[config.mk]
export PLATFORM = sky130hd
export DESIGN_NAME = router_ingress_queue
export DESIGN_NICKNAME = d
export VERILOG_FILES = /design/src/rtl/router_ingress_queue.sv
export SDC_FILE = /design/constraint.sdc
export NUM_CORES = 1
export LEC_CHECK = 0
export ABC_AREA = 1
export BUFFER_PORTS_ARGS = -buffer_cell sky130_fd_sc_hd__buf_2
export CORE_MARGIN = 10
export CORE_UTILIZATION = 57
export CTS_CLUSTER_DIAMETER = 80
export CTS_CLUSTER_SIZE = 24
export DETAILED_ROUTE_END_ITERATION = 10
export MAX_ROUTING_LAYER = met4
export PLACE_DENSITY = 0.79
export SYNTH_ARGS = -nofsm -noshare
export SYNTH_HDL_FRONTEND = slang
export SYNTH_SLANG_ARGS = --single-unit
[constraint.sdc]
create_clock -name clk -period 3.57 [get_ports clk]
set_input_delay 0.714 -clock clk [delete_from_list [all_inputs] [get_ports clk]]
set_output_delay 0.714 -clock clk [all_outputs]
set_load 0.05 [all_outputs]
[src/rtl/router_ingress_queue.sv]
// Ingress FIFO in front of the 4-port address router.
// Words drain strictly in order onto registered din/din_en/addr, gated by the head entry's port stall.
module router_ingress_queue #(
   parameter int DATA_WIDTH = 32,
   parameter int DEPTH      = 4
) (
   input  logic                           clk,
   input  logic                           reset,
   input  logic [DATA_WIDTH-1:0]          in_data,
   input  logic [1:0]                     in_addr,
   input  logic                           in_valid,
   output logic                           in_ready,
   input  logic [3:0]                     port_stall,
   output logic [DATA_WIDTH-1:0]          din,
   output logic                           din_en,
   output logic [1:0]                     addr,
   output logic [$clog2(DEPTH+1)-1:0]     count
);

   // Handshake: a word moves on any rising edge where in_valid && in_ready.
   // in_ready depends on the count register only, never on in_valid or a same-cycle pop.

   localparam int PW = $clog2(DEPTH);
   localparam int CW = $clog2(DEPTH + 1);
   localparam logic [CW-1:0] FULL = CW'(DEPTH);

   logic [DATA_WIDTH-1:0] data_mem_q [DEPTH];
   logic [DATA_WIDTH-1:0] data_mem_d [DEPTH];
   logic [1:0]            addr_mem_q [DEPTH];
   logic [1:0]            addr_mem_d [DEPTH];

   logic [PW-1:0]         wr_ptr_q, wr_ptr_d;
   logic [PW-1:0]         rd_ptr_q, rd_ptr_d;
   logic [CW-1:0]         count_q, count_d;
   logic [DATA_WIDTH-1:0] din_q, din_d;
   logic [1:0]            addr_q, addr_d;
   logic                  din_en_q, din_en_d;

   logic [1:0]            head_addr;
   logic                  push;
   logic                  pop;

   assign in_ready = (count_q != FULL);
   assign din      = din_q;
   assign din_en   = din_en_q;
   assign addr     = addr_q;
   assign count    = count_q;

   always_comb begin
      data_mem_d = data_mem_q;
      addr_mem_d = addr_mem_q;
      wr_ptr_d   = wr_ptr_q;
      rd_ptr_d   = rd_ptr_q;
      count_d    = count_q;
      din_d      = '0;
      addr_d     = '0;
      din_en_d   = 1'b0;

      head_addr  = addr_mem_q[rd_ptr_q];
      push       = in_valid && in_ready;
      // Only the head's destination is consulted: a stalled head blocks everything behind it.
      pop        = (count_q != '0) && !port_stall[head_addr];

      if (push) begin
         data_mem_d[wr_ptr_q] = in_data;
         addr_mem_d[wr_ptr_q] = in_addr;
         wr_ptr_d             = wr_ptr_q + 1'b1;
      end

      if (pop) begin
         din_d    = data_mem_q[rd_ptr_q];
         addr_d   = head_addr;
         din_en_d = 1'b1;
         rd_ptr_d = rd_ptr_q + 1'b1;
      end

      case ({push, pop})
         2'b10:   count_d = count_q + 1'b1;
         2'b01:   count_d = count_q - 1'b1;
         default: count_d = count_q;
      endcase
   end

   always_ff @(posedge clk) begin
      if (reset) begin
         wr_ptr_q <= '0;
         rd_ptr_q <= '0;
         count_q  <= '0;
         din_q    <= '0;
         addr_q   <= '0;
         din_en_q <= 1'b0;
      end else begin
         wr_ptr_q <= wr_ptr_d;
         rd_ptr_q <= rd_ptr_d;
         count_q  <= count_d;
         din_q    <= din_d;
         addr_q   <= addr_d;
         din_en_q <= din_en_d;
      end
   end

   // Storage is never read while count is zero, so it needs no reset; writes are ignored in reset.
   always_ff @(posedge clk) begin
      if (!reset) begin
         data_mem_q <= data_mem_d;
         addr_mem_q <= addr_mem_d;
      end
   end

endmodule

# Word level (Yosys, flattened, before mapping)

Index checks and enable logic that the tools add are counted.

Input bits: 41
Output and inout port bits: 39
Logic and storage cells: 53
Register bits: 178

$add $sub $neg: 4
Bitwise gates (word level): 4
Eq/ne operators: 3
Multiplexer cells: 16
Reduce and logical (&&, ||, !) cells: 8
Order comparisons: 4

Operators by type and width:

| cell                                                       | count |
|---|---|
| bitwise mux 128 bit                                        | 1 |
| 2-to-1 mux 32 bit                                          | 3 |
| binary-select mux 32 bit (select 2 bit)                    | 1 |
| demux 32 bit (select 2 bit)                                | 1 |
| bitwise mux 8 bit                                          | 1 |
| greater-or-equal comparator 3 bit, second input constant   | 2 |
| 2-to-1 mux 2 bit                                           | 3 |
| inverter 2 -> 3 bit                                        | 2 |
| case mux 3 bit (2 select lines)                            | 1 |
| adder 2 x 1 -> 2 bit, second input constant                | 2 |
| binary-select mux 2 bit (select 2 bit)                     | 1 |
| demux 2 bit (select 2 bit)                                 | 1 |
| adder 3 x 1 -> 3 bit, second input constant                | 1 |
| logical AND 1 bit                                          | 3 |
| less-than comparator 2 x 3 -> 1 bit, second input constant | 1 |
| less-than comparator 3 x 1 -> 1 bit, second input constant | 1 |
| inequality test 3 bit, second input constant               | 1 |
| nonzero test 3 bit                                         | 1 |
| subtractor 3 x 1 -> 3 bit, second input constant           | 1 |
| binary-select mux 1 bit (select 2 bit)                     | 1 |
| equality test 2 x 1 -> 1 bit, second input constant        | 1 |
| equality test 2 bit, second input constant                 | 1 |
| 2-to-1 mux 1 bit                                           | 2 |
| inverter 1 bit                                             | 2 |
| other kinds (4)                                            | 4 |

# Longest topological paths before layout

Depth after elaboration: 10
Depth in mapped cells: 17
Mapped depth without buffers: 16

# Least setup slack after synthesis

Ideal clock, no wire load.

Path kind: register to register
Start: register count_q[1], in the netlist count[1]
End: register addr_mem_q[0] in the netlist's numbering, enable pin
Cell stages (with the launch flop): 5
Data arrival time: 2.992 ns
Buffers on the path: 0
Setup slack: 0.153 ns
Library setup time: 0.425 ns
Clock period less this slack: 3.417 ns
Data required time: 3.145 ns
Cell sequence: dfxtp_1 -> inv_1 -> nand3_1 -> nand3_1 -> nor2_1

Word-level cells in the longest chain between the ends: 3

RTL lines:

| item                                 | line | RTL |
|---|---|---|
| from (decl)                          | 34   | `logic [CW-1:0] count_q, count_d;` |
| from (signal assigned)               | 95   | `count_q <= count_d;` |
| inequality test 3 bit                | 43   | `assign in_ready = (count_q != FULL);` |
| via in_ready                         | 12   | `output logic in_ready,` |
| logical AND 1 bit                    | 60   | `push = in_valid && in_ready;` |
| AND reduction 2 bit (no source line) | n/a  |  |
| to (signal assigned)                 | 106  | `addr_mem_q <= addr_mem_d;` |
| to (decl)                            | 29   | `logic [1:0] addr_mem_q [DEPTH];` |

The timed path passes the listed nets, and every way through them passes these cells.
A chain may end at the register's enable or synchronous reset.

# Final worst setup path

Start: register rd_ptr_q[0]
End: register count_q[2], in the netlist count[2]

Word-level cells in the longest chain between the ends: 10
Elaborated cells between the ends (all ways): 12
Those cells by class: 2 x eq/ne; 6 x mux; 1 x bitwise; 3 x reduce/logical

RTL lines:

| item                                                                  | line | RTL |
|---|---|---|
| from (decl)                                                           | 33   | `logic [PW-1:0] rd_ptr_q, rd_ptr_d;` |
| from (signal assigned)                                                | 94   | `rd_ptr_q <= rd_ptr_d;` |
| inverter 2 -> 3 bit (not written as such) (*)                         | 59   | `head_addr = addr_mem_q[rd_ptr_q];` |
| binary-select mux 2 bit (select 2 bit) (*)                            | 59   |  |
| 2-to-1 mux 2 bit (not written as such) (*) (2 in a row)               | 59   |  |
| binary-select mux 1 bit (select 2 bit) (*)                            | 62   | `pop = (count_q != '0) && !port_stall[head_addr];` |
| 2-to-1 mux 1 bit (not written as such) (*)                            | 62   |  |
| zero test 1 bit (*)                                                   | 62   |  |
| logical AND 1 bit (*)                                                 | 62   |  |
| equality test 2 x 1 -> 1 bit or equality test 2 bit (tied branches)   | 77   | `case ({push, pop})` |
| case mux 3 bit (2 select lines) or nonzero test 2 bit (tied branches) | n/a  |  |

Mark *: on every way between the ends. The rest lies on a longest branch, timed or not. The select of a mux whose other input is x is not followed.

==> impl_metrics.env <==
export IMPL_finish_utilization_pct=67.83
export IMPL_synth_top_area_share_pct=61.71
export IMPL_grt_pass1_wl_mm=21.27
export IMPL_wl_per_cell_um=17.58
export IMPL_report_final_slew_viol_count=0
export IMPL_path_buf_inv=2
export IMPL_crit_type="reg2reg"
export IMPL_clk_pin_slew_ns=0.06
export IMPL_clock_fmax_mhz=336.9
export IMPL_first_pass_iters=8
export IMPL_yosysTopAreaCell="edfxtp_1"
export IMPL_yosysMostFrequentCell="nor2_1"
export IMPL_clkLatencyLatePin_ns=0.43
export IMPL_track_usage_pct=17.35
export IMPL_r2r_start="rd_ptr_q[0]"
export IMPL_portBuffers=79
export IMPL_tns_ns=0
export IMPL_cts_sinks=178
export IMPL_rrSetupSlack_ns=0.60
export IMPL_syn_nets=567
export IMPL_critPathMaxStageDelay_ns=0.88
export IMPL_synth_distinct_cells=23
export IMPL_holdBufCountCts=0
export IMPL_cp_arrival_ns=3.27
export IMPL_hp_start="reset"
export IMPL_maxCapViolations=0
export IMPL_synth_area_top_cells="edfxtp_1 62%, dfxtp_1 13%, nor2_1 8.1%"
export IMPL_reg2regPathDepth=15
export IMPL_setup_viol=0
export IMPL_synth_ff_type="edfxtp_1"
export IMPL_finalHoldViolCount=0
export IMPL_start_util_pct=58.20
export IMPL_antenna_found_initial=0
export IMPL_gr_total_overflow=0
export IMPL_drt_iter0_markers=433
export IMPL_die_w_um=127.8
export IMPL_critPathSlowestCell="dfxtp_2"
export IMPL_max_slew_worst_pin_slew_ns=0.8378
export IMPL_place_ws_ns=0.6664
export IMPL_viasPerCell=5.463
export IMPL_synth_warning_count=0
export IMPL_cts_root_buf="clkbuf_16"
export IMPL_cts_setup_buffers=0
export IMPL_ys_seq_elements=178
export IMPL_r2r_end="count[2]"
export IMPL_crit_path_end_kind="flop"
export IMPL_die_area_um2=16320
export IMPL_netlist_instances=520
export IMPL_final_antenna_net_count=0
export IMPL_grt_start_max_net_pins=65
export IMPL_slew_headroom_pct=44.15
export IMPL_wl_mm=13.29
export IMPL_yosysSeqAreaShare_pct=74.42
export IMPL_crit_chain="nand2_1 -> nand3_2 -> nand2_2 -> nand2_1 -> nand3_2 -> nand2_2 -> nand2_1 -> inv_1 -> ha_1 -> inv_1 -> fa_1 -> a21oi_1 -> o21ai_0 -> o21ai_0 -> a21oi_1"
export IMPL_setup_slack_ns=0.6021
export IMPL_vias=4130
export IMPL_timing_final_crit_share_pct=83.13
export IMPL_rsz0062_at_grt="no"
export IMPL_syn_area_per_cell_um2=12.73
export IMPL_ioPinCount=80
export IMPL_drive_gt1_share_pct=25.29
export IMPL_p_per_area_nw_per_um2=755.8
export IMPL_ctsResizeCount=0
export IMPL_core_um2=11370
export IMPL_die_y_um=127.8
export IMPL_fill_cells=784
export IMPL_netlist_area_um2=6618
export IMPL_vdd_drop_max_uv=519.3
export IMPL_clockBufferDepth=2
export IMPL_worstHoldPathType="in2reg"
export IMPL_synth_edf_count=136
export IMPL_cts_buffers=17
export IMPL_required_ns=3.88
export IMPL_synth_common_cells="142 x nor2_1, 136 x edfxtp_1, 70 x o21ai_0, 42 x dfxtp_1, 27 x a21oi_2"
export IMPL_place_congestion=0.8141
export IMPL_cts_htree_levels=4
export IMPL_hold_end="count[1]"
export IMPL_cts_tree="built"
export IMPL_route_detailed_drc=0
export IMPL_crit_top_cell="nand2_1"
export IMPL_nNetsFinal=647
export IMPL_leakagePower_uw=0.002854
export IMPL_cp_max_fo=44
export IMPL_dp_hpwl_mm=7.855
export IMPL_finClkSkew_ns=0.009414
export IMPL_path_delay_family="flip-flops"
export IMPL_fin_crit_ns=2.968
export IMPL_async_flop_share_pct=0
export IMPL_n_antenna_cell=0
export IMPL_grt_pass1_vias=4235
export IMPL_syn2layout_area_growth_pct=16.54
export IMPL_hold_depth=2
export IMPL_status="completed"
export IMPL_row_count=39
export IMPL_cp_start_kind="flop"
==> state kept, by name (all words and copies together), names as in the netlist <==
register / cells
rd_ptr_q: 2
addr_mem_q: 8
count: 3
wr_ptr_q: 2
din: 32
addr: 2
data_mem_q: 128
din_en: 1
==> kinds of logic (layout without fill, tap and decap cells) <==
kind of cell | count (synthesis) | in the layout | share of synthesized area (%)
flops | 178 | 178 | 74.42
buf+inv | 45 | 138 | 3.384
compound gates | 109 | 109 | 9.775
fa+ha+maj | 6 | 6 | 1.248
simple gates | 182 | 182 | 11.17
==> placed cells by master, fill, tap and decap left out, drive strengths merged <==
| cell | netlist | routed |
|---|---|---|
| o21ai | 70 | 70 |
| clkbuf | 10 | 21 |
| or2 | 1 | 1 |
| nand3 | 14 | 14 |
| edfxtp | 136 | 136 |
| a21oi | 39 | 39 |
| ha | 5 | 5 |
| fa | 1 | 1 |
| clkinv | 0 | 8 |
| inv | 20 | 20 |
| nor3 | 1 | 1 |
| dfxtp | 42 | 42 |
| buf | 15 | 86 |
| nand2 | 24 | 24 |
| nor2 | 142 | 142 |
| bufinv | 0 | 3 |
==> report_power, final <==
group	switching, uW	leakage, uW	internal, uW
clock	716	0.000284	1090
sequential	128	0.00158	2440
combinational	1100	0.000993	359
total	1940	0.00285	3890
==> worst register-to-register path, delay by kind of cell (launching register included) <==
kind | cells | cell delay, ns
DFF | 1 | 0.88
and+or+nand+nor | 7 | 0.80
adders and majority gates | 2 | 0.53
AOI/OAI and AO/OA | 4 | 0.49
buffers and inverters | 2 | 0.15
==> final cells by class <==
cell class | count | area [um^2] | share of cell area, %
flip-flops and latches | 178 | 4927 | 63.89
well taps | 143 | 178.9 | 2.320
inverters | 20 | 80.08 | 1.038
repair buffers | 86 | 447.9 | 5.808
clock buffers | 21 | 440.4 | 5.711
clock inverters | 11 | 138.9 | 1.801
multi-input cells | 297 | 1499 | 19.44
==> metal layers <==
metal | share of wire [%] | vias to the layer above | track usage, %
li1 | - | 1957 | -
met5 | 0 | - | -
met3 | 6.0 | 32 | 5.170
met1 | 40 | 1999 | 19.65
met4 | 2.5 | 0 | 9.007
met2 | 51 | 142 | 27.42
==> worst max path at each step <==
| stage | startpoint | end | slack, ns | cells after the start |
|---|---|---|---|---|
| 2_1_floorplan | count[1] | addr_mem_q[0] | 0.15 | 4 |
| 3_3_place_gp | rd_ptr_q[0] | count[1] | 0.83 | 14 |
| 3_5_place_dp | rd_ptr_q[0] | count[2] | 0.67 | 15 |
| 4_1_cts | rd_ptr_q[0] | count[2] | 0.64 | 15 |
| 5_1_grt | rd_ptr_q[0] | count[2] | 0.38 | 15 |
| 6_report | rd_ptr_q[0] | count[2] | 0.60 | 15 |
==> stage by stage <==
step	hold WS, ns	instances	cell area [um^2]	total power [uW]
final	0.4614	756	7712	5829
after floorplan	0.4903	520	6618	3726
after CTS	0.4449	756	7712	5871
after global placement	0.4840	724	7133	4011
after global routing	0.4636	756	7712	6098
after detailed placement	0.5112	724	7133	4066
(Power assumes the default switching activity.)
